==> config.mk <==
export PLATFORM = sky130hd
export DESIGN_NAME = multicycle_control
export DESIGN_NICKNAME = d
export VERILOG_FILES = /design/src/rtl/multicycle_control.sv
export SDC_FILE = /design/constraint.sdc
export NUM_CORES = 1
export LEC_CHECK = 0
export BUFFER_PORTS_ARGS = -buffer_cell sky130_fd_sc_hd__buf_4
export CAP_MARGIN = 25
export CORE_MARGIN = 4
export CORE_UTILIZATION = 55
export CTS_CLUSTER_SIZE = 28
export DETAILED_ROUTE_END_ITERATION = 12
export GPL_ROUTABILITY_DRIVEN = 1
export HOLD_SLACK_MARGIN = 0.08
export PLACE_DENSITY_LB_ADDON = 0.12
export SLEW_MARGIN = 20
export SYNTH_ARGS = -nofsm -noshare
export SYNTH_HDL_FRONTEND = slang
export SYNTH_SLANG_ARGS = --single-unit
==> constraint.sdc <==
create_clock -name clk -period 3 [get_ports clk]
set_input_delay 0.3 -clock clk [delete_from_list [all_inputs] [get_ports clk]]
set_output_delay 0.3 -clock clk [all_outputs]
set_load 0.02 [all_outputs]
==> src/rtl/multicycle_control.sv <==
// Moore control FSM for the shared-memory multi-cycle MIPS datapath, with a retired-instruction counter.
// Optional feature: define MULTICYCLE_CTRL_ILLEGAL_TRAP_EN to trap unsupported opcodes.
`timescale 1ns/1ps
module multicycle_control #(
    parameter int COUNT_WIDTH = 32
) (
    input  logic                   clk,
    input  logic                   reset,
    input  logic [5:0]             Op,
    input  logic [5:0]             Funct,
    input  logic                   Zero,
    input  logic                   MemReady,
    output logic                   PCEn,
    output logic                   IorD,
    output logic                   MemRead,
    output logic                   MemWrite,
    output logic                   IRWrite,
    output logic                   RegDst,
    output logic                   MemtoReg,
    output logic                   RegWrite,
    output logic                   ZeroExt,
    output logic                   ALUSrcA,
    output logic [1:0]             ALUSrcB,
    output logic [3:0]             ALUOp,
    output logic [1:0]             PCSource,
    output logic                   IllegalOp,
    output logic [3:0]             StateOut,
    output logic [COUNT_WIDTH-1:0] RetiredCount
);

    typedef enum logic [3:0] {
        FETCH     = 4'd0,
        DECODE    = 4'd1,
        MEM_ADDR  = 4'd2,
        MEM_READ  = 4'd3,
        MEM_WB    = 4'd4,
        MEM_WRITE = 4'd5,
        R_EXEC    = 4'd6,
        R_WB      = 4'd7,
        I_EXEC    = 4'd8,
        I_WB      = 4'd9,
        BRANCH    = 4'd10,
        JUMP      = 4'd11,
        JR        = 4'd12,
        TRAP      = 4'd13
    } state_t;

    localparam logic [3:0] ALU_ADD   = 4'b0000;
    localparam logic [3:0] ALU_SUB   = 4'b0001;
    localparam logic [3:0] ALU_OR    = 4'b0010;
    localparam logic [3:0] ALU_ADDI  = 4'b0011;
    localparam logic [3:0] ALU_RTYPE = 4'b0111;

    state_t state, nextState;
    logic   retire;
    logic   isOri;

    assign isOri    = (Op == 6'h0D);
    assign StateOut = state;

    // Memory handshake: a strobe (MemRead/MemWrite) stays asserted and the FSM holds
    // its state until MemReady is seen high in the same cycle; the access then completes.
    always_comb begin
        nextState = state;
        retire    = 1'b0;
        case (state)
            FETCH:     if (MemReady) nextState = DECODE;
            DECODE: begin
                case (Op)
                    6'h23, 6'h2B: nextState = MEM_ADDR;
                    6'h00:        nextState = (Funct == 6'h08) ? JR : R_EXEC;
                    6'h04, 6'h05: nextState = BRANCH;
                    6'h02:        nextState = JUMP;
                    6'h08, 6'h0D: nextState = I_EXEC;
`ifdef MULTICYCLE_CTRL_ILLEGAL_TRAP_EN
                    default:      nextState = TRAP;
`else
                    default:      nextState = FETCH;
`endif
                endcase
            end
            MEM_ADDR:  nextState = (Op == 6'h2B) ? MEM_WRITE : MEM_READ;
            MEM_READ:  if (MemReady) nextState = MEM_WB;
            MEM_WRITE: if (MemReady) begin
                nextState = FETCH;
                retire    = 1'b1;
            end
            R_EXEC:    nextState = R_WB;
            I_EXEC:    nextState = I_WB;
            MEM_WB, R_WB, I_WB, BRANCH, JUMP, JR: begin
                nextState = FETCH;
                retire    = 1'b1;
            end
            TRAP:      nextState = TRAP;
            default:   nextState = FETCH;
        endcase
    end

    always_ff @(posedge clk or posedge reset) begin
        if (reset) begin
            state        <= FETCH;
            RetiredCount <= '0;
`ifdef MULTICYCLE_CTRL_ILLEGAL_TRAP_EN
            IllegalOp    <= 1'b0;
`endif
        end else begin
            state <= nextState;
            if (retire) RetiredCount <= RetiredCount + COUNT_WIDTH'(1);
`ifdef MULTICYCLE_CTRL_ILLEGAL_TRAP_EN
            if (nextState == TRAP) IllegalOp <= 1'b1;
`endif
        end
    end

`ifndef MULTICYCLE_CTRL_ILLEGAL_TRAP_EN
    assign IllegalOp = 1'b0;
`endif

    always_comb begin
        PCEn     = 1'b0;
        IorD     = 1'b0;
        MemRead  = 1'b0;
        MemWrite = 1'b0;
        IRWrite  = 1'b0;
        RegDst   = 1'b0;
        MemtoReg = 1'b0;
        RegWrite = 1'b0;
        ZeroExt  = 1'b0;
        ALUSrcA  = 1'b0;
        ALUSrcB  = 2'b00;
        ALUOp    = ALU_ADD;
        PCSource = 2'b00;
        case (state)
            FETCH: begin
                MemRead = 1'b1;
                ALUSrcB = 2'b01;
                IRWrite = MemReady;
                PCEn    = MemReady;
            end
            DECODE:    ALUSrcB = 2'b11;
            MEM_ADDR: begin
                ALUSrcA = 1'b1;
                ALUSrcB = 2'b10;
            end
            MEM_READ: begin
                IorD    = 1'b1;
                MemRead = 1'b1;
            end
            MEM_WB: begin
                MemtoReg = 1'b1;
                RegWrite = 1'b1;
            end
            MEM_WRITE: begin
                IorD     = 1'b1;
                MemWrite = 1'b1;
            end
            R_EXEC: begin
                ALUSrcA = 1'b1;
                ALUOp   = ALU_RTYPE;
            end
            R_WB: begin
                RegDst   = 1'b1;
                RegWrite = 1'b1;
            end
            I_EXEC: begin
                ALUSrcA = 1'b1;
                ALUSrcB = 2'b10;
                ALUOp   = isOri ? ALU_OR : ALU_ADDI;
                ZeroExt = isOri;
            end
            I_WB: begin
                RegWrite = 1'b1;
                ZeroExt  = isOri;
            end
            BRANCH: begin
                ALUSrcA  = 1'b1;
                ALUOp    = ALU_SUB;
                PCSource = 2'b01;
                PCEn     = ((Op == 6'h04) & Zero) | ((Op == 6'h05) & ~Zero);
            end
            JUMP: begin
                PCSource = 2'b10;
                PCEn     = 1'b1;
            end
            JR: begin
                PCSource = 2'b11;
                PCEn     = 1'b1;
            end
            default: ;
        endcase
        // Reset abandons any in-flight instruction: no architectural write may escape.
        if (reset) begin
            PCEn     = 1'b0;
            IRWrite  = 1'b0;
            RegWrite = 1'b0;
            MemRead  = 1'b0;
            MemWrite = 1'b0;
        end
    end

endmodule

==> results_dict.tcl, run 1 <==
set metrics [dict create \
    die-area_sq_um 5160 \
    layout_commonest_cell "buf_4" \
    num_rows 22 \
    synth_flop_cell "dfrtp_1" \
    grt_max_degree 26 \
    tightest_slew_ps 671 \
    via_per_inst 5.63 \
    place_ws_ps 761 \
    period_share_pct 76.1 \
    crit_slowest_cell "dfrtp_1" \
    syn2layout_area_growth_pct 28.2 \
    timing.setup.critical_path_class "reg -> reg" \
    synth_cell_types 50 \
    die_w_um 71.9 \
    start_kind "flip-flop" \
    detail_route.wirelength_mm 5.07 \
    postCtsSetupRepairBufs 0 \
    vdd_drop_max_uv 596 \
    avgSynthCellArea_sq_um 9.16 \
    hold_violations 0 \
    outcome "completed" \
    crit_chain "mux2_4 > a21o_4 > nor3_4 > and4_1 > xor2_1" \
    grt_pass1_wl_mm 8.65 \
    grt_pass1_vias 1825 \
    fmax_mhz 438 \
    antenna_cells 0 \
    drive_gt1_share_pct 28.3 \
    cts_hold_buf 0 \
    yosysSeqAreaShare_pct 40.2 \
    initial_core_util_pct 59.1 \
    synth_edf_count 0 \
    antenna_found_initial 0 \
    arrival_ps 2490 \
    timing.final.max_slew_violations 0 \
    drt_drc_violations_left 0 \
    postRouteAntennaNets 0 \
    setup_ws_ps 718 \
    yosysWarnings 0 \
    num-nets-final 323 \
    end_kind "flip-flop" \
    ctsHtreeMaxLevel 2 \
    rr_worst_depth 5 \
    clock_latency_ps 280 \
    finClkSkew_ps 5.72 \
    dr.first_iter.drc_count 122 \
    tns_ps 0 \
    critical_path_required_ps 3200 \
    syn_area_sq_um 2240 \
    final_cell_mix "buf_4 (71), dfrtp_1 (36), xnor2_1 (29)" \
    die_h_um 71.9 \
    clk_transition_reported_paths_ps 70 \
    max-slew-margin-rel_pct 55.2 \
    cts.sinks 36 \
    globalplace.congestion 0.794 \
    leakagePower_uw 0.00136 \
    dpl.hpwl_mm 3.74 \
    hold_path.class "in -> async" \
    cts-root-buf "clkbuf_8" \
    cts_tree "done" \
    n_fill_cell 303 \
    wire_per_inst_um 14.3 \
    rsz0062_at_grt "no" \
    io_pins 71 \
    crit_path_max_incr_delay_ps 630 \
    cts_made_buffers 5 \
    coreArea_sq_um 3800 \
    critical_path_buf_inv_count 0 \
    postSynthCellCount 245 \
    worstSetupPathDepth 5 \
    dr.pass1.iters 4 \
    gr-usage-all-layers_pct 20.8 \
    vias 1999 \
    overflow 0 \
    crit_family "simple AND/OR/NAND/NOR gates" \
    synthArstFlopShare_pct 100 \
    synth-seq-cells 36 \
    worstPathMaxFanout 25 \
    clockBufferDepth 2 \
    ctsResizeCount 0 \
    finalSetupViolCount 0 \
    drv_cap 0 \
    io_buffer_count 68 \
    layout_min_cycle_time_ps 2280 \
    p_per_area_nw_per_um2 625 \
]
-- stage by stage --
step / hold WS [ps] / cells / total power [uW] / utilization [%] / area (sq um)
after detailed placement: 434 / 347 / 1350 / 72.4 / 2750
final: 122 / 355 / 1800 / 75.7 / 2880
after global routing: 159 / 355 / 1920 / 75.7 / 2880
after CTS: 136 / 355 / 1810 / 75.7 / 2880
after global placement: 433 / 347 / 1350 / 72.4 / 2750
after floorplan: 490 / 246 / 1120 / - / 2250
-- flip-flops by register name, summed over array words and instances (netlist names) --
signal and flops:
StateOut 4, RetiredCount 32
-- per-layer routing --
layer	wire length [um]	vias up	GRT usage, %
li1	-	975	-
met1	2300	963	30.7
met2	2430	57	31.2
met3	307	4	4.91
met4	31	0	4.59
met5	0	-	0
-- worst register-to-register path: stages (launching register included) --
cell and delay (ps):
dfrtp_1 630, mux2_4 390, a21o_4 250, nor3_4 480, and4_1 300, xor2_1 160
-- Yosys cell counts (2+ instances only) --
cell	instances	area, sq um
xnor2_1	29	254
nand2_1	18	67.6
nor4_1	3	18.8
inv_1	2	7.51
nand2b_1	7	43.8
a21oi_1	9	45.0
nor2b_1	5	31.3
a22oi_1	2	15.0
o21a_1	2	15.0
and3_1	10	62.6
o21ai_0	6	30.0
clkbuf_1	10	37.5
and2_1	3	18.8
nand3_1	15	75.1
dfrtp_1	36	901
or3_1	2	12.5
nor3b_1	4	30.0
nand4_1	7	43.8
and4_1	9	78.8
xor2_1	5	43.8
nor3_1	8	40.0
nor3_4	2	32.5
a31oi_1	2	12.5
buf_2	3	15.0
nor2_1	19	71.3
buf_4	3	22.5
-- cell type report --
cell class,count,area [sq um],share of cell area [%]
repair buffers,71,533,18.5
flip-flops and latches,36,901,31.3
clock inverters,1,30.0,1.04
well taps,48,60.1,2.09
inverters,2,7.51,0.261
clock buffers,7,96.3,3.35
multi-input cells,190,1250,43.4
-- where the power goes --
group          internal, uW  total [uW]  switching [uW]
registers               534         626            92.4
clock network           293         459             165
logic                   307         714             407
total                  1130        1800             665
-- cell families (layout without fill, tap and decap cells) --
logic type / count (synthesis) / in the layout / share of synthesized area (%)
buf+inv: 20 / 81 / 4.35
fa+ha+maj: 2 / 2 / 1.00
flops: 36 / 36 / 40.2
compound gates: 31 / 31 / 9.20
other cells: 1 / 2 / 0.167
mux: 2 / 2 / 1.17
xor+xnor: 34 / 34 / 13.3
simple gates: 119 / 119 / 30.7
-- final timing paths --
| kind | start | endpoint | slack, ps |
|---|---|---|---|
| worst min-delay path | reset | RetiredCount[22] | 120 |
| worst max register to register | StateOut[1] | RetiredCount[17] | 720 |
| worst min register to register | RetiredCount[31] | RetiredCount[31] | 470 |
| worst max-delay path | StateOut[1] | RetiredCount[17] | 720 |
| min in group clk | MemReady | StateOut[2] | 400 |
| max in group asynchronous | reset | RetiredCount[28] | 2160 |
(Power assumes the default switching activity.)
==> inputs of run 2 (changes only) <==
ABC_AREA = 1   (was default)
CORE_UTILIZATION = 54   (was 55)
clock period = 2.3 ns   (was 3 ns; I/O delays follow)
==> results_dict.tcl, run 2 <==
set metrics [dict create \
    period_share_pct 82.7 \
    dr.pass1.iters 5 \
    p_sw_share_pct 22.0 \
    place_ws_ps 456 \
    yosysTopAreaCell "dfrtp_1" \
    die_w_um 79.4 \
    finClkSkew_ps 4.82 \
    postRouteAntennaNets 0 \
    leakagePower_uw 0.00180 \
    drive_gt1_share_pct 16.2 \
    yosysSeqAreaShare_pct 32.7 \
    start_kind "flip-flop" \
    top_register "RetiredCount" \
    antenna_found_initial 0 \
    tns_ps 0 \
    detail_route.wirelength_mm 7.36 \
    wire_per_inst_um 12.2 \
    grt_pass1_vias 2586 \
    synth_edf_count 0 \
    end_kind "primary output" \
    grt_pass1_wl_mm 12.2 \
    clk_transition_reported_paths_ps 70 \
    dr.first_iter.drc_count 239 \
    antenna_cells 0 \
    regToRegStartpoint "RetiredCount[0]" \
    outcome "completed" \
    ff2ff_setup_slack_ps 420 \
    post_dp_cell_area_sq_um 3290 \
    postCtsSetupRepairBufs 0 \
    n_fill_cell 467 \
    crit_chain "nand2_2 > nor2_1 > nand3_1 > a21oi_1 > buf_4" \
    die_h_um 79.4 \
    p_clk_share_pct 40.2 \
    yosysMostFrequentCell "nand2_1" \
    crit_slowest_cell "dfrtp_1" \
    stdcell_area_sq_um 3380 \
    num_rows 25 \
    synth_common_cells "nand2_1 (222), nor2_1 (79), inv_1 (44)" \
    switchingPower_uw 254 \
    final_cell_mix "nand2_1 (222), nor2_1 (79), buf_4 (70)" \
    synth_top_area_share_pct 32.7 \
    overflow 0 \
    rsz0062_at_grt "no" \
    globalplace.congestion 0.981 \
    hold_path.class "in -> async" \
    ctsHtreeMaxLevel 2 \
    register_area_sq_um 901 \
    crit_path_max_incr_delay_ps 530 \
    syn_area_sq_um 2750 \
    synthArstFlopShare_pct 100 \
    via_per_inst 5.01 \
    cts_hold_buf 0 \
    io_buffer_count 68 \
    clockBufferDepth 2 \
    hold_violations 0 \
    synth_cell_types 25 \
    p_per_area_nw_per_um2 341 \
    rr_worst_depth 10 \
    cts_made_buffers 5 \
    critical_path_required_ps 2070 \
    initial_core_util_pct 57.1 \
    coreArea_sq_um 4820 \
    syn2layout_area_growth_pct 23.0 \
    pwr-share-seq_pct 54.8 \
    synth-seq-cells 36 \
    yosysWarnings 0 \
    avgSynthCellArea_sq_um 5.91 \
    vdd_drop_max_uv 211 \
    gr-usage-all-layers_pct 24.4 \
    die-area_sq_um 6300 \
    multi_input_area_sq_um 1610 \
    synth_flop_cell "dfrtp_1" \
    worstPathMaxFanout 9 \
    timing.setup.critical_path_class "reg -> out" \
    critical_path_buf_inv_count 1 \
    finalSetupViolCount 0 \
    layout_min_cycle_time_ps 1900 \
    cts_tree "done" \
    crit_family "flip-flops" \
    drv_cap 0 \
    timing.final.max_slew_violations 0 \
    layout_commonest_cell "nand2_1" \
    combPwrFrac_pct 4.9 \
    grt_max_degree 37 \
    io_pins 71 \
    clock_latency_ps 290 \
    largest_reg_flops 32 \
    dpl.hpwl_mm 5.84 \
    cts-root-buf "clkbuf_8" \
    arrival_ps 1670 \
    fmax_mhz 526 \
    postSynthCellCount 466 \
    ctsResizeCount 0 \
    num-nets-final 553 \
    r2r_end "RetiredCount[18]" \
    setup_ws_ps 398 \
    drt_drc_violations_left 0 \
    internal-power_uw 900 \
    vias 3027 \
    cts.sinks 36 \
    synthTopCellsByArea "dfrtp_1 (33%), nand2_1 (30%), nor2_1 (11%)" \
]
run 2: cells by family (layout without fill, tap and decap cells):
group,after synthesis,after routing,synth area share [%]
flops,36,36,32.7
other cells,1,2,0.136
fa+ha+maj,1,1,0.454
compound gates,17,17,3.36
xor+xnor,16,16,5.09
buf+inv,54,124,9.05
simple gates,341,341,49.2
run 2: routing by layer:
metal / track usage (%) / wire [um] / share of wire [%] / vias up
met5: 0 / 0 / 0 / -
met4: 6.53 / 63 / 0.86 / 0
met3: 3.50 / 579 / 7.9 / 8
met2: 38.0 / 3350 / 45 / 120
met1: 35.4 / 3370 / 46 / 1347
li1: - / - / - / 1552
run 2: power groups by stage:
stage	Clock, uW	Combinational (uW)	Sequential [uW]
final	464	56.9	633
after global routing	500	64.9	632
after CTS	470	57.6	633
after detailed placement	0	57.6	645
after global placement	0	56.4	645
after floorplan	0	28.0	645
run 2: through the flow:
step	power (uW)	hold slack, ps	util (%)	instances
2_1_floorplan	673	341	-	467
3_3_place_gp	701	398	68.4	596
3_5_place_dp	703	400	68.4	596
4_1_cts	1160	91.0	70.3	604
5_1_grt	1200	125	70.3	604
6_report	1150	82.9	70.3	604
run 2: final cells by class:
type,instances,share of cell area (%)
multi-input combinational,377,47.5
inverter,46,5.25
tap,67,2.48
sequential,36,26.6
clock buffer,8,2.66
timing repair buffer,70,15.5
run 2: worst min-delay path, stage by stage:
cell	delay, ps
buf_4	130
inv_1	50
buf_4	390
run 2: worst max-delay path by stage:
stage / startpoint / endpoint / slack (ps) / depth (start not counted)
3_3_place_gp: RetiredCount[0] / RetiredCount[18] / 500 / 10
2_1_floorplan: RetiredCount[0] / RetiredCount[30] / 590 / 10
5_1_grt: RetiredCount[0] / RetiredCount[28] / 240 / 10
6_report: StateOut[1] / PCEn / 400 / 5
4_1_cts: StateOut[0] / PCEn / 420 / 6
3_5_place_dp: RetiredCount[0] / RetiredCount[28] / 460 / 10
==> inputs of run 3 (changes only) <==
clock period = 1.83 ns   (was 2.3 ns; I/O delays follow)
==> results_dict.tcl, run 3 (synthesized netlist as in run 2, its figures left out) <==
set metrics [dict create \
    top_register "RetiredCount" \
    fmax_mhz 554 \
    overflow 0 \
    gr-usage-all-layers_pct 26.0 \
    via_per_inst 4.94 \
    vdd_drop_max_uv 378 \
    detail_route.wirelength_mm 7.78 \
    cts_tree "done" \
    start_kind "flip-flop" \
    end_kind "primary output" \
    io_pins 71 \
    leakagePower_uw 0.00188 \
    ctsHtreeMaxLevel 2 \
    critical_path_required_ps 1650 \
    finClkSkew_ps 9.34 \
    n_fill_cell 443 \
    largest_reg_flops 32 \
    grt_pass1_wl_mm 12.8 \
    fin_util_pct 74.2 \
    cts-root-buf "clkbuf_8" \
    outcome "completed" \
    final_cell_mix "nand2_1 (220), buf_4 (81), nor2_1 (73)" \
    rsz0062_at_grt "yes" \
    period_share_pct 98.6 \
    grt_pass1_vias 2779 \
    final_cells 617 \
    arrival_ps 1620 \
    drive_gt1_share_pct 20.9 \
    cts_made_buffers 5 \
    layout_min_cycle_time_ps 1810 \
    grt_max_degree 37 \
    die_h_um 79.4 \
    coreArea_sq_um 4820 \
    die-area_sq_um 6300 \
    drt_drc_violations_left 0 \
    die_w_um 79.4 \
    clk_transition_reported_paths_ps 80 \
    wire_per_inst_um 12.6 \
    layout_commonest_cell "nand2_1" \
    hold_violations 0 \
    clockBufferDepth 2 \
    p_per_area_nw_per_um2 464 \
    vias 3046 \
    dr.pass1.iters 4 \
    antenna_found_initial 0 \
    cts.sinks 36 \
    num_rows 25 \
    initial_core_util_pct 57.1 \
    antenna_cells 0 \
    hold_path.class "in -> reg" \
    timing.final.max_slew_violations 0 \
    globalplace.congestion 0.940 \
    timing.setup.critical_path_class "reg -> out" \
    place_inst 602 \
    syn2layout_area_growth_pct 29.9 \
    worstPathMaxFanout 5 \
    drv_cap 0 \
    dpl.hpwl_mm 5.76 \
    clock_latency_ps 300 \
    dr.first_iter.drc_count 217 \
    num-nets-final 566 \
    io_buffer_count 68 \
    finalSetupViolCount 0 \
    postRouteAntennaNets 0 \
]
-- run 3: layer usage --
metal	track usage, %	up-vias	wire length, um
met5	0	-	0
met4	6.70	0	80
met3	5.42	8	478
met2	42.3	88	3640
met1	35.1	1382	3580
li1	-	1568	-
-- run 3: what timing repair did --
item,in CTS,in global routing
hold buffers,1,0
setup buffers,2,4
hold endpoints to repair,36,0
setup endpoints to repair,1,34
gates resized for setup,2,17
pin swaps,0,1
-- run 3: worst max-delay path, stage by stage (launching register included) --
cell,delay (ps)
dfrtp_2,430
inv_4,80
nand2_2,110
nor2_4,120
buf_4,130
nand3_1,120
a21oi_1,170
buf_4,160
-- run 3: path summary, 6_finish.rpt --
kind | end | from | cells after the start | slack (ps)
hold / removal | StateOut[2] | MemReady | 2 | 100
max in group asynchronous | StateOut[3] | reset | 4 | 850
setup / recovery | PCEn | StateOut[0] | 7 | 20
setup reg to reg | RetiredCount[22] | StateOut[0] | 10 | 120
min in group asynchronous | RetiredCount[2] | reset | 4 | 620
hold reg to reg | RetiredCount[31] | RetiredCount[31] | 2 | 550
-- run 3: cell type report --
type	instances	area [sq um]	area share (%)
Multi-Input combinational cell	377	1650	46.1
Clock inverter	1	30.0	0.840
Tap cell	67	83.8	2.34
Inverter	46	183	5.11
Sequential cell	36	905	25.3
Timing Repair Buffer	83	629	17.6
Clock buffer	7	96.3	2.69
-- run 3: through the flow --
| step | power [uW] | setup slack [ps] | hold WS, ps | setup TNS (ps) | instance area (sq um) |
|---|---|---|---|---|---|
| 2_1_floorplan | 846 | 122 | 294 | 0 | 2760 |
| 3_3_place_gp | 881 | 193 | 360 | 0 | 3340 |
| 3_5_place_dp | 883 | 88.7 | 362 | 0 | 3340 |
| 4_1_cts | 1670 | 17.4 | 92.0 | 0 | 3490 |
| 5_1_grt | 1720 | -12.8 | 119 | -38.4 | 3580 |
| 6_report | 1660 | 25.0 | 103 | 0 | 3580 |
-- run 3: power by group --
group	total, uW	switching (uW)	internal, uW
sequential	795	0	795
combinational	74.3	44.3	30.0
clock	789	308	481
